**src/rtl/riscv_lsu_pkg.sv**
```systemverilog
// Shared definitions for the load/store unit: access size codes, FSM states
// and the alignment/legality rule used by the request decoder.
package riscv_lsu_pkg;

    localparam logic [2:0] LDST_B  = 3'd0;
    localparam logic [2:0] LDST_H  = 3'd1;
    localparam logic [2:0] LDST_W  = 3'd2;
    localparam logic [2:0] LDST_BU = 3'd4;
    localparam logic [2:0] LDST_HU = 3'd5;

    typedef enum logic [1:0] {
        IDLE = 2'd0,
        WAIT = 2'd1,
        DONE = 2'd2
    } lsu_state_t;

    // Unsigned sizes only make sense for loads; halves and words must be naturally aligned.
    function automatic logic access_legal(input logic we, input logic [2:0] size,
                                          input logic [1:0] off);
        logic ok;
        ok = 1'b0;
        case (size)
            LDST_B:  ok = 1'b1;
            LDST_BU: ok = !we;
            LDST_H:  ok = !off[0];
            LDST_HU: ok = !we && !off[0];
            LDST_W:  ok = (off == 2'b00);
            default: ok = 1'b0;
        endcase
        return ok;
    endfunction

endpackage

```
**src/rtl/riscv_lsu_if.sv**
```systemverilog
// Word-wide, byte-enabled data memory port. The LSU is the master, the RAM the slave.
interface riscv_lsu_if;
    // A transfer completes in every cycle where mem_req & mem_ready are both high;
    // the master holds req/we/be/addr/wd stable until then, and mem_rd is valid only in that cycle.
    logic        mem_req;
    logic        mem_we;
    logic [3:0]  mem_be;
    logic [31:0] mem_addr;
    logic [31:0] mem_wd;
    logic [31:0] mem_rd;
    logic        mem_ready;

    modport master (
        output mem_req, mem_we, mem_be, mem_addr, mem_wd,
        input  mem_rd, mem_ready
    );

    modport slave (
        input  mem_req, mem_we, mem_be, mem_addr, mem_wd,
        output mem_rd, mem_ready
    );
endinterface

```
**src/rtl/riscv_lsu_load_extract.sv**
```systemverilog
// Selects the addressed byte/half of a captured read word and sign- or
// zero-extends it according to the captured size code.
module lsu_load_extract
    import riscv_lsu_pkg::*;
(
    input  logic [31:0] rdata_q,
    input  logic [1:0]  off_q,
    input  logic [2:0]  size_q,
    output logic [31:0] ext_o
);

    logic [7:0]  byte_sel;
    logic [15:0] half_sel;

    always_comb begin
        byte_sel = rdata_q[7:0];
        case (off_q)
            2'd0:    byte_sel = rdata_q[7:0];
            2'd1:    byte_sel = rdata_q[15:8];
            2'd2:    byte_sel = rdata_q[23:16];
            default: byte_sel = rdata_q[31:24];
        endcase
        half_sel = off_q[1] ? rdata_q[31:16] : rdata_q[15:0];
    end

    always_comb begin
        ext_o = 32'd0;
        case (size_q)
            LDST_B:  ext_o = {{24{byte_sel[7]}}, byte_sel};
            LDST_BU: ext_o = {24'd0, byte_sel};
            LDST_H:  ext_o = {{16{half_sel[15]}}, half_sel};
            LDST_HU: ext_o = {16'd0, half_sel};
            LDST_W:  ext_o = rdata_q;
            default: ext_o = 32'd0;
        endcase
    end

endmodule

```
**src/rtl/riscv_lsu.sv**
```systemverilog
// Load/store unit between the single-cycle core and the data RAM: stalls the
// core until the memory accepts, formats stores and returns extended loads.
module riscv_lsu
    import riscv_lsu_pkg::*;
(
    input  logic        clk_i,
    input  logic        rst_i,
    input  logic        core_req_i,
    input  logic        core_we_i,
    input  logic [2:0]  core_size_i,
    input  logic [31:0] core_addr_i,
    input  logic [31:0] core_wd_i,
    output logic [31:0] core_rd_o,
    output logic        core_stall_o,
    output logic        lsu_err_o,
    output lsu_state_t  dbg_state_o,
    riscv_lsu_if.master mem
);

    lsu_state_t  state_q, state_d;
    logic [31:0] rdata_q;
    logic [1:0]  off_q;
    logic [2:0]  size_q;
    logic        err_q;

    logic        legal;
    logic        req;
    logic        stall;
    logic        accept;
    logic        illegal_hit;
    logic [3:0]  be;
    logic [31:0] wd_fmt;
    logic [31:0] ext_word;

    assign legal       = access_legal(core_we_i, core_size_i, core_addr_i[1:0]);
    assign illegal_hit = (state_q == IDLE) && core_req_i && !legal;
    assign accept      = req && mem.mem_ready;

    always_ff @(posedge clk_i or negedge rst_i) begin
        if (!rst_i) begin
            state_q <= IDLE;
        end else begin
            state_q <= state_d;
        end
    end

    always_comb begin
        state_d = state_q;
        case (state_q)
            IDLE: begin
                if (core_req_i) begin
                    state_d = (!legal || mem.mem_ready) ? DONE : WAIT;
                end
            end
            WAIT:    if (mem.mem_ready) state_d = DONE;
            DONE:    state_d = IDLE;
            default: state_d = IDLE;
        endcase
    end

    // Request and stall are combinational so the core freezes in the same cycle it asks.
    always_comb begin
        req   = 1'b0;
        stall = 1'b0;
        if (rst_i) begin
            case (state_q)
                IDLE: begin
                    if (core_req_i) begin
                        stall = 1'b1;
                        req   = legal;
                    end
                end
                WAIT: begin
                    stall = 1'b1;
                    req   = 1'b1;
                end
                default: ;
            endcase
        end
    end

    always_comb begin
        be     = 4'b0000;
        wd_fmt = core_wd_i;
        case (core_size_i[1:0])
            2'd0:    wd_fmt = {4{core_wd_i[7:0]}};
            2'd1:    wd_fmt = {2{core_wd_i[15:0]}};
            default: wd_fmt = core_wd_i;
        endcase
        if (req) begin
            if (!core_we_i) begin
                be = 4'b1111;
            end else begin
                case (core_size_i[1:0])
                    2'd0:    be = 4'b0001 << core_addr_i[1:0];
                    2'd1:    be = core_addr_i[1] ? 4'b1100 : 4'b0011;
                    default: be = 4'b1111;
                endcase
            end
        end
    end

    assign mem.mem_req  = req;
    assign mem.mem_we   = req && core_we_i;
    assign mem.mem_be   = be;
    assign mem.mem_addr = core_addr_i;
    assign mem.mem_wd   = wd_fmt;
    assign core_stall_o = stall;

    // Stores and illegal accesses capture zero so DONE never shows stale read data.
    always_ff @(posedge clk_i or negedge rst_i) begin
        if (!rst_i) begin
            rdata_q <= 32'd0;
            off_q   <= 2'd0;
            size_q  <= 3'd0;
            err_q   <= 1'b0;
        end else if (accept || illegal_hit) begin
            rdata_q <= (legal && !core_we_i) ? mem.mem_rd : 32'd0;
            off_q   <= core_addr_i[1:0];
            size_q  <= core_size_i;
            err_q   <= !legal;
        end
    end

    lsu_load_extract u_load_extract (
        .rdata_q (rdata_q),
        .off_q   (off_q),
        .size_q  (size_q),
        .ext_o   (ext_word)
    );

    assign core_rd_o   = ((state_q == DONE) && !err_q) ? ext_word : 32'd0;
    assign lsu_err_o   = (state_q == DONE) && err_q;
    assign dbg_state_o = state_q;

endmodule

```
**src/flat_wrapper.sv**
```systemverilog
// flat-port wrapper written by rule: the top's interface ports become plain ports
module riscv_lsu_flat import riscv_lsu_pkg::*;
  (clk_i, rst_i, core_req_i, core_we_i, core_size_i, core_addr_i, core_wd_i, core_rd_o, core_stall_o, lsu_err_o, dbg_state_o, mem_mem_req, mem_mem_we, mem_mem_be, mem_mem_addr, mem_mem_wd, mem_mem_rd, mem_mem_ready);
  riscv_lsu_if mem_i ();
  input  logic clk_i;
  input  logic rst_i;
  input  logic core_req_i;
  input  logic core_we_i;
  input  logic [2:0] core_size_i;
  input  logic [31:0] core_addr_i;
  input  logic [31:0] core_wd_i;
  output logic [31:0] core_rd_o;
  output logic core_stall_o;
  output logic lsu_err_o;
  output lsu_state_t dbg_state_o;
  output wire logic [$bits(mem_i.mem_req)-1:0] mem_mem_req;
  output wire logic [$bits(mem_i.mem_we)-1:0] mem_mem_we;
  output wire logic [$bits(mem_i.mem_be)-1:0] mem_mem_be;
  output wire logic [$bits(mem_i.mem_addr)-1:0] mem_mem_addr;
  output wire logic [$bits(mem_i.mem_wd)-1:0] mem_mem_wd;
  input wire logic [$bits(mem_i.mem_rd)-1:0] mem_mem_rd;
  input wire logic [$bits(mem_i.mem_ready)-1:0] mem_mem_ready;
  assign mem_mem_req = mem_i.mem_req;
  assign mem_mem_we = mem_i.mem_we;
  assign mem_mem_be = mem_i.mem_be;
  assign mem_mem_addr = mem_i.mem_addr;
  assign mem_mem_wd = mem_i.mem_wd;
  assign mem_i.mem_rd = mem_mem_rd;
  assign mem_i.mem_ready = mem_mem_ready;
  riscv_lsu u_core (.clk_i(clk_i), .rst_i(rst_i), .core_req_i(core_req_i), .core_we_i(core_we_i), .core_size_i(core_size_i), .core_addr_i(core_addr_i), .core_wd_i(core_wd_i), .core_rd_o(core_rd_o), .core_stall_o(core_stall_o), .lsu_err_o(lsu_err_o), .dbg_state_o(dbg_state_o), .mem(mem_i));
endmodule
```
**config.mk**
```make
export PLATFORM = sky130hd
export DESIGN_NAME = riscv_lsu_flat
export DESIGN_NICKNAME = d
export VERILOG_FILES = /design/src/rtl/riscv_lsu_pkg.sv /design/src/rtl/riscv_lsu_if.sv /design/src/rtl/riscv_lsu_load_extract.sv /design/src/rtl/riscv_lsu.sv /design/src/flat_wrapper.sv
export SDC_FILE = /design/constraint.sdc
export NUM_CORES = 1
export LEC_CHECK = 0
export ABC_AREA = 1
export BUFFER_PORTS_ARGS = -buffer_cell sky130_fd_sc_hd__buf_4
export CAP_MARGIN = 25
export CORE_MARGIN = 2
export CORE_UTILIZATION = 47
export CTS_BUF_LIST = sky130_fd_sc_hd__clkbuf_8
export DETAILED_ROUTE_END_ITERATION = 10
export GPL_TIMING_DRIVEN = 0
export PLACE_DENSITY = 0.85
export SYNTH_ARGS = -nofsm -noshare
export SYNTH_HDL_FRONTEND = slang
export SYNTH_SLANG_ARGS = --single-unit
```
**constraint.sdc**
```tcl
create_clock -name clk_i -period 3.9 [get_ports clk_i]
set_input_delay 0.195 -clock clk_i [delete_from_list [all_inputs] [get_ports clk_i]]
set_output_delay 0.195 -clock clk_i [all_outputs]
set_load 0.02 [all_outputs]
```
# Yosys cells after proc, flatten, opt, wreduce, memory -nomap -nowiden
# Cells that the tools add are included.
[totals] in_bits=104 mem_bits_ro=0 out_inout_bits=106 reg_bits=40 ram_bits=0 memories=0 elab_cells=63 latch_bits=0
[op_classes] bitwise_logic=0 n_div=0 multipliers=0 shift=1 n_addsub=0 muxes=21 magnitude_cmp=0 n_reduce_logical=21 eq_ne=15
[ops] cell="32-bit one-hot mux with 5 select lines" n=1
[ops] cell="32-bit 2-to-1 mux" n=2
[ops] cell="32-bit one-hot mux with 2 select lines" n=1
[ops] cell="8-bit one-hot mux with 3 select lines" n=1
[ops] cell="16-bit 2-to-1 mux" n=1
[ops] cell="3-bit == test, second input constant" n=4
[ops] cell="4-bit 2-to-1 mux" n=3
[ops] cell="1-bit logical AND" n=8
[ops] cell="2-bit logical NOT" n=4
[ops] cell="4-bit one-hot mux with 2 select lines" n=1
[ops] cell="2-bit by 1-bit == test with 1-bit output, second input constant" n=3
[ops] cell="3-bit by 1-bit == test with 1-bit output, second input constant" n=2
[ops] cell="3-bit by 2-bit == test with 1-bit output, second input constant" n=2
[ops] cell="3-bit logical NOT" n=2
[ops] cell="2-bit 2-to-1 mux" n=3
[ops] cell="1-bit one-hot mux with 5 select lines" n=1
[ops] cell="2-bit == test, second input constant" n=2
[ops] cell="1-bit logical NOT" n=4
[ops] cell="1-bit 2-to-1 mux" n=4
[ops] cell="2-bit != test, second input constant" n=2
[ops] cell="1-bit one-hot mux with 2 select lines" n=2
[ops] cell="2-bit one-hot mux with 2 select lines" n=1
[ops] cell="1-bit by 2-bit << shifter with 4-bit output, first input constant" n=1
[ops] cell="1-bit logical OR" n=2
[ops] cell="2-bit AND reduction" n=1

# Logic depth before layout (Yosys ltp)
# Gate-level depths: netlist of the first run.
[logic_depth] word_depth=8 depth_mapped=13 depth_no_buf=9

# Modules after synthesis
# Synthesis of the first run repeated with hierarchy kept, for this count alone.
[unflattened] hier_cells=667 area_unflattened_um2=4067.7
[modules_own_cells] module="riscv_lsu" instances=1 seq_area_each_um2=1001.0 cells_per_inst=460 area_each_um2=2916.5
[modules_own_cells] module="lsu_load_extract" instances=1 seq_area_each_um2=0.0 cells_per_inst=207 area_each_um2=1151.1

# Least setup slack after synthesis of the first run
# No wires, ideal clock.
[synth_path] kind="register to output" from="register u_core.state_q[0] (netlist: u_core.dbg_state_o[0])" to="output mem_mem_be[0]" slack_ns=2.099 path_buffers=0 stages_incl_launch_ff=5 t_arrival_ns=1.606 required_ns=3.705 cell_sequence="dfrtp_1 -> nor2_1 -> nor3b_2 -> nand2_1 -> nor2_1"
[synth_between] elab_chain_cells=4 elab_cells_between_ends=5 cone_classes="eq/ne (1); mux (3); reduce/logical (1)"
[synth_rtl] item="start, declared" line="riscv_lsu.sv:20" rtl="lsu_state_t state_q, state_d;"
[synth_rtl] item="start signal, assigned" line="riscv_lsu.sv:43" rtl="state_q <= state_d;"
[synth_rtl] item="2-bit by 1-bit == test with 1-bit output or 2-bit logical NOT (tied branches)" line="riscv_lsu.sv:66" rtl="case (state_q)"
[synth_rtl] item="1-bit one-hot mux with 2 select lines (*)" line="riscv_lsu.sv:66"
[synth_rtl] item="1-bit 2-to-1 mux (*)" line="riscv_lsu.sv:65" rtl="if (rst_i) begin"
[synth_rtl] item="4-bit 2-to-1 mux (*)" line="riscv_lsu.sv:90" rtl="if (req) begin"
[synth_rtl] item="end, declared" line="flat_wrapper.sv:18" rtl="output wire logic [$bits(mem_i.mem_be)-1:0] mem_mem_be;"
# Mark *: on every way between the ends. The rest lies on a longest branch, timed or not.

# Worst setup path after layout of the first run
[layout_path] from="register u_core.off_q[0]" to="output core_rd_o[24]"
[layout_between] elab_chain_cells=4 elab_cells_between_ends=6 cone_classes="eq/ne (2); mux (3); reduce/logical (1)"
[layout_rtl] item="start, declared" line="riscv_lsu.sv:22" rtl="logic [1:0] off_q;"
[layout_rtl] item="start signal, assigned" line="riscv_lsu.sv:119" rtl="off_q <= core_addr_i[1:0];"
[layout_rtl] item="2-bit == test, or another cell as far along" line="riscv_lsu_load_extract.sv:17" rtl="case (off_q)"
[layout_rtl] item="8-bit one-hot mux with 3 select lines (*)" line="riscv_lsu_load_extract.sv:17"
[layout_rtl] item="32-bit one-hot mux with 5 select lines (*)" line="riscv_lsu_load_extract.sv:28" rtl="case (size_q)"
[layout_rtl] item="32-bit 2-to-1 mux (*)" line="riscv_lsu.sv:132" rtl="assign core_rd_o = ((state_q == DONE) && !err_q) ? ext_word : 32'd0;"
[layout_rtl] item="end, declared" line="flat_wrapper.sv:12" rtl="output logic [31:0] core_rd_o;"
# Marks and branches as above.

==> metrics.yaml, run 1 <==
hold_class: "in2reg"
numCtsBuffers: 5
dr.pass1.iters: 5
clkSinkCount: 40
n_fill_cell: 657
dpl_cell_area_mm2: 0.00505
ys_types: 25
ys_seq_area_share_pct: 27.9
ff2ff_setup_slack_ns: 2.40
worstMarginPinSlew_ns: 0.628
synth_edf_count: 0
chipHeight_um: 91.4
fin_area_mm2: 0.00515
slew-limit-headroom_pct: 57.8
vdd_ir_drop_max_mv: 0.174
cts-root-buf: "clkbuf_8"
period_share_pct: 60.8
overflow: 0
syn_to_final_growth_pct: 43.7
drive_gt1_share_pct: 33.4
critical_path.slowest_cell: "dfrtp_1"
crit_start: "u_core.off_q[0]"
power_density_mw_per_mm2: 313
fp.dieArea_mm2: 0.00835
htree_levels: 2
p_leak_nw: 2.93
drcViolationCount: 0
wl_met1_um: 4690
clkTransAtPathRegs_ns: 0.09
wl_met3_um: 953
status: "completed"
rsz0062_at_grt: "false"
core_mm2: 0.00733
ys_ff_latch: 40
rr_startpoint: "u_core.dbg_state_o[1]"
antenna_found_initial: 0
ys.flop_type: "dfrtp_1"
detail-route-antenna-nets: 0
fp.dieW_um: 91.4
grt_pass1_vias: 4063
drt-initial-drc-count: 247
async_flop_share_pct: 100
routed_wl_um: 12200
crit_chain: "buf_2 > nand2_1 > inv_1 > nand2_1 > nand4_1 > nand2_1 > buf_2 > a21oi_1 > buf_4"
path_class: "reg2out"
end_kind: "primary output"
num_rows: 31
cap_violations: 0
insertion_delay_ns: 0.30
n_antenna_cell: 0
via_per_inst: 5.05
period_minus_slack_ns: 2.37
timing.hold.ws_ns: 0.0957
crit_arrival_ns: 2.18
ios: 210
met2_length_um: 6290
cts_max_path_buffers: 2
hp-start: "mem_mem_ready"
syn_area_mm2: 0.00359
hold_depth: 2
globalplace.congestion: 0.949
cts_setup_buffers: 0
track_usage_pct: 28.4
yosysWarnings: 0
syn_avg_cell_area_um2: 6.06
finalHoldViolCount: 0
synth_nets: 696
cp_data_required_time_ns: 3.70
start_util_pct: 48.9
tns_ns: 0
portBuffers: 178
netlist_instances: 592
grt_pass1_wl_um: 19300
fin_util_pct: 70.3
synth_top_area_share_pct: 27.9
dr_total_vias: 4434
worstReg2RegEnd: "u_core.rdata_q[0]"
cpPeakStageDelay_ns: 0.33
grt_max_degree: 42
worst_setup_path_start_kind: "flop"
worstRegToRegCells: 6
detail_route.wl_per_cell_um: 13.9
highest_layer: "met4"
dp_hpwl_um: 9860
synth.top_cells.by_area: "dfrtp_1 (28%), nand2_1 (21%), buf_4 (9.6%), nand3_1 (8.1%), a21oi_1 (7.7%)"
crit_fanout: 10
hold_end: "u_core.dbg_state_o[0]"
finalSetupViolations: 0
cp_common_cell: "nand2_1"
finalNetCount: 882
slew_violations: 0
fmax_mhz: 422
yosysTopAreaCell: "dfrtp_1"
cts_resized: 0
cts_tree: "built"
finClkSkew_ns: 0.00929
## placed cells by master, fill, tap and decap left out
master	instances
a21oi_1	55
buf_1	1
buf_2	11
buf_4	224
buf_6	6
clkbuf_1	9
clkbuf_8	6
clkinvlp_4	2
dfrtp_1	40
dlygate4sd3_1	1
inv_1	59
inv_2	1
nand2_1	198
nand2_2	4
nand2_4	2
nand3_1	58
nand3_4	1
nand4_1	3
nor2_1	57
nor2_2	1
nor2_4	1
nor3_1	1
nor3b_2	1
nor4_1	1
o211ai_1	5
o21a_1	6
o21ai_0	24
o21ai_1	1
## sequential cells by signal, summed over array words and instances (netlist names)
register	cells
u_core.dbg_state_o	2
u_core.off_q	2
u_core.rdata_q	32
u_core.size_q	3
u_core.err_q	1
## cell usage after synthesis, types with 6 or more instances
library cell  count
nand2_1         198
o21a_1            6
buf_4            46
buf_2            11
buf_6             6
o21ai_0          24
dfrtp_1          40
a21oi_1          55
nor2_1           57
clkbuf_1          9
nand3_1          58
inv_1            59
## kinds of logic after synthesis
kind of cell           count (synthesis)  synth area share, %
buffers and inverters                133                 20.4
AND/OR/NAND/NOR                      328                 38.3
AO/OA/AOI/OAI                         91                 13.5
flip-flops                            40                 27.9
## cell type report
type | count | area (µm²) | share of cell area [%]
repair buffers | 179 | 1350 | 26.1
clock buffers | 6 | 82.6 | 1.60
multi-input cells | 419 | 1860 | 36.0
flip-flops and latches | 40 | 1000 | 19.4
well taps | 99 | 124 | 2.40
clock inverters | 2 | 15.0 | 0.291
inverters | 60 | 225 | 4.37
plain buffers | 73 | 505 | 9.81
## stage by stage
stage	setup WS (ns)	cells	total power, mW
6_report	1.53	878	1.62
5_1_grt	1.37	878	1.71
4_1_cts	1.54	878	1.61
3_5_place_dp	1.92	869	1.30
3_3_place_gp	1.94	869	1.29
2_1_floorplan	2.10	592	1.01
## per-layer routing
| metal | GRT usage (%) | up-vias |
|---|---|---|
| li1 | - | 2188 |
| met1 | 34.5 | 1993 |
| met2 | 51.0 | 225 |
| met3 | 4.56 | 28 |
| met4 | 9.09 | 0 |
| met5 | 0 | - |
## power breakdown
part | switching [mW] | total [mW] | internal, mW | leakage [nW]
registers | 0.0704 | 0.537 | 0.467 | 0.538
clock network | 0.161 | 0.305 | 0.143 | 0.0434
logic | 0.468 | 0.773 | 0.305 | 2.35
## timing repair
item                                    CTS  global route
endpoints found under the setup margin    0             0
endpoints found under the hold margin    40             0
hold buffers                              1             0
## worst max-delay path: cells and delay by family, from the launching register on
family / cells / cell delay, ns
AOI/OAI and AO/OA: 1 / 0.23
DFF: 1 / 0.33
buffers and inverters: 4 / 0.78
and+or+nand+nor: 4 / 0.53
## worst max-delay path by stage
stage / to / slack [ns] / cells after the start
finish: core_rd_o[24] / 1.53 / 9
CTS: mem_mem_be[0] / 1.54 / 6
floorplan: mem_mem_be[0] / 2.10 / 4
detailed placement: core_rd_o[24] / 1.92 / 8
global route: mem_mem_be[1] / 1.37 / 6
global placement: core_rd_o[22] / 1.94 / 8
Power figures use the tool's default switching activity.
==> run 2, diff against run 1 <==
- CORE_UTILIZATION: 47 -> 41
- PLACE_DENSITY: 0.85 -> 0.79
- clock period: 3.9 -> 2.1 ns (I/O delays scaled with it)
==> metrics.yaml, run 2 (synthesized netlist as in run 1, its figures left out) <==
finalSetupViolations: 0
detail_route.wl_per_cell_um: 15.0
finalNetCount: 889
cpPeakStageDelay_ns: 0.35
slew-limit-headroom_pct: 63.7
cp_common_cell: "buf_6"
totalPowerFinal_mw: 3.12
crit_chain: "buf_6 > clkinvlp_4 > nor2_2 > nand2_1 > nand4_1 > nand2_2 > buf_6 > a21oi_1 > buf_4"
cap_violations: 0
fmax_mhz: 487
via_per_inst: 5.07
fp.dieW_um: 97.5
numCtsBuffers: 5
place_inst: 878
p_leak_nw: 2.97
portBuffers: 178
reg_top3: "u_core.rdata_q: 32 flops, u_core.size_q: 3 flops"
htree_levels: 2
grt_pass1_wl_um: 21600
end_kind: "primary output"
start_util_pct: 41.7
insertion_delay_ns: 0.30
power_density_mw_per_mm2: 589
fp.dieArea_mm2: 0.00951
num_rows: 34
hold_class: "in2reg"
regMostFlops: "u_core.rdata_q"
clkSinkCount: 40
cts_tree: "built"
fin_cells: 894
antenna_found_initial: 0
n_antenna_cell: 0
final_common_cell: "buf_4"
drt-initial-drc-count: 193
routed_wl_um: 13400
drive_gt1_share_pct: 36.0
cp_data_required_time_ns: 2.00
period_share_pct: 97.8
syn_to_final_growth_pct: 47.6
largest_reg_flops: 32
drcViolationCount: 0
dp_hpwl_um: 10700
n_fill_cell: 828
rsz0062_at_grt: "true"
multi_input_area_mm2: 0.00189
final_cell_mix: "buf_4 (229), nand2_1 (196), nand3_1 (58)"
overflow: 0
chipHeight_um: 97.5
ios: 210
critical_path.top_delay_family: "buffers and inverters"
worst_setup_path_start_kind: "flop"
core_mm2: 0.00859
slew_violations: 0
globalplace.congestion: 0.933
clkTransAtPathRegs_ns: 0.08
finalHoldViolCount: 0
grt_pass1_vias: 4544
worstMarginPinSlew_ns: 0.542
vdd_ir_drop_max_mv: 0.344
cts_max_path_buffers: 2
path_class: "reg2out"
period_minus_slack_ns: 2.05
crit_fanout: 10
status: "completed"
detail-route-antenna-nets: 0
track_usage_pct: 27.7
dr_total_vias: 4533
final-seq-area_mm2: 0.00100
finClkSkew_ns: 0.00762
critical_path.slowest_cell: "dfrtp_1"
worst-path-buf-inv: 4
dr.pass1.iters: 5
crit_arrival_ns: 1.95
cts-root-buf: "clkbuf_8"
grt_max_degree: 41
==> run 2: cell count changes in the layout (fill, tap and decap cells not counted), moves of 3 or more <==
cell	delta
buf_2	-5
buf_4	+5
buf_6	+4
a21oi_1	-3
a21oi_2	+3
dfrtp_1	-3
dfrtp_2	+3
inv_1	-3
==> run 2: area by class of cell <==
| class | count | area share, % |
|---|---|---|
| Clock buffer | 5 | 1.30 |
| Multi-Input combinational cell | 419 | 35.6 |
| Tap cell | 108 | 2.55 |
| Clock inverter | 3 | 0.449 |
| Timing Repair Buffer | 186 | 26.7 |
| Sequential cell | 40 | 19.0 |
| Inverter | 60 | 4.33 |
| Buffer | 73 | 10.1 |
==> run 2: worst reg2reg max path, stage by stage, from the launching register on <==
cell and delay [ns]:
dfrtp_1 0.42, nor2_1 0.10, nor3b_2 0.32, nand3_4 0.13
buf_6 0.16, buf_4 0.17, nand3_1 0.07, nand2_1 0.07
==> run 2: through the flow <==
| stage | TNS (ns) | hold slack [ns] | setup slack, ns | cell area [µm²] | utilization (%) |
|---|---|---|---|---|---|
| after floorplan | 0 | -0.191 | 0.386 | 3590 | - |
| after global placement | 0 | 0.112 | 0.161 | 5060 | 58.9 |
| after detailed placement | 0 | 0.127 | 0.165 | 5060 | 58.9 |
| after CTS | -0.0172 | 0.0000406 | -0.0133 | 5230 | 60.9 |
| after global routing | -0.0598 | 0.00459 | -0.0128 | 5290 | 61.6 |
| final | 0 | 0.00111 | 0.0458 | 5290 | 61.6 |
==> run 2: power breakdown <==
part	switching, mW	internal [mW]	total (mW)
Sequential	0.134	0.871	1.00
Combinational	0.928	0.641	1.57
Clock	0.308	0.236	0.544
==> run 2: routing by layer <==
layer | wire (µm) | track usage [%] | share of wire, %
met1 | 5120 | 32.1 | 38
met2 | 6980 | 51.5 | 52
met3 | 929 | 4.03 | 6.9
met4 | 349 | 9.62 | 2.6
met5 | 0 | 0 | 0
==> run 2: repair_timing <==
action / CTS / global route
pin swaps: 1 / 4
endpoints found under the hold margin: 40 / 0
buffers inserted: 2 / 4
endpoints found under the setup margin: 20 / 31
hold buffers: 2 / 0
gates resized for setup: 11 / 19
==> run 2: final timing paths <==
path                                  startpoint  cells past startpoint               endpoint  slack, ns
setup / recovery                 u_core.off_q[0]                      9          core_rd_o[24]       0.05
hold / removal                     mem_mem_ready                      2  u_core.dbg_state_o[0]      0.001
setup reg to reg           u_core.dbg_state_o[0]                      7      u_core.rdata_q[3]       0.55
hold reg to reg                     u_core.err_q                      2           u_core.err_q       0.52
max in group asynchronous                  rst_i                      3       u_core.size_q[1]       1.53
min in group asynchronous                  rst_i                      3      u_core.rdata_q[8]       0.35
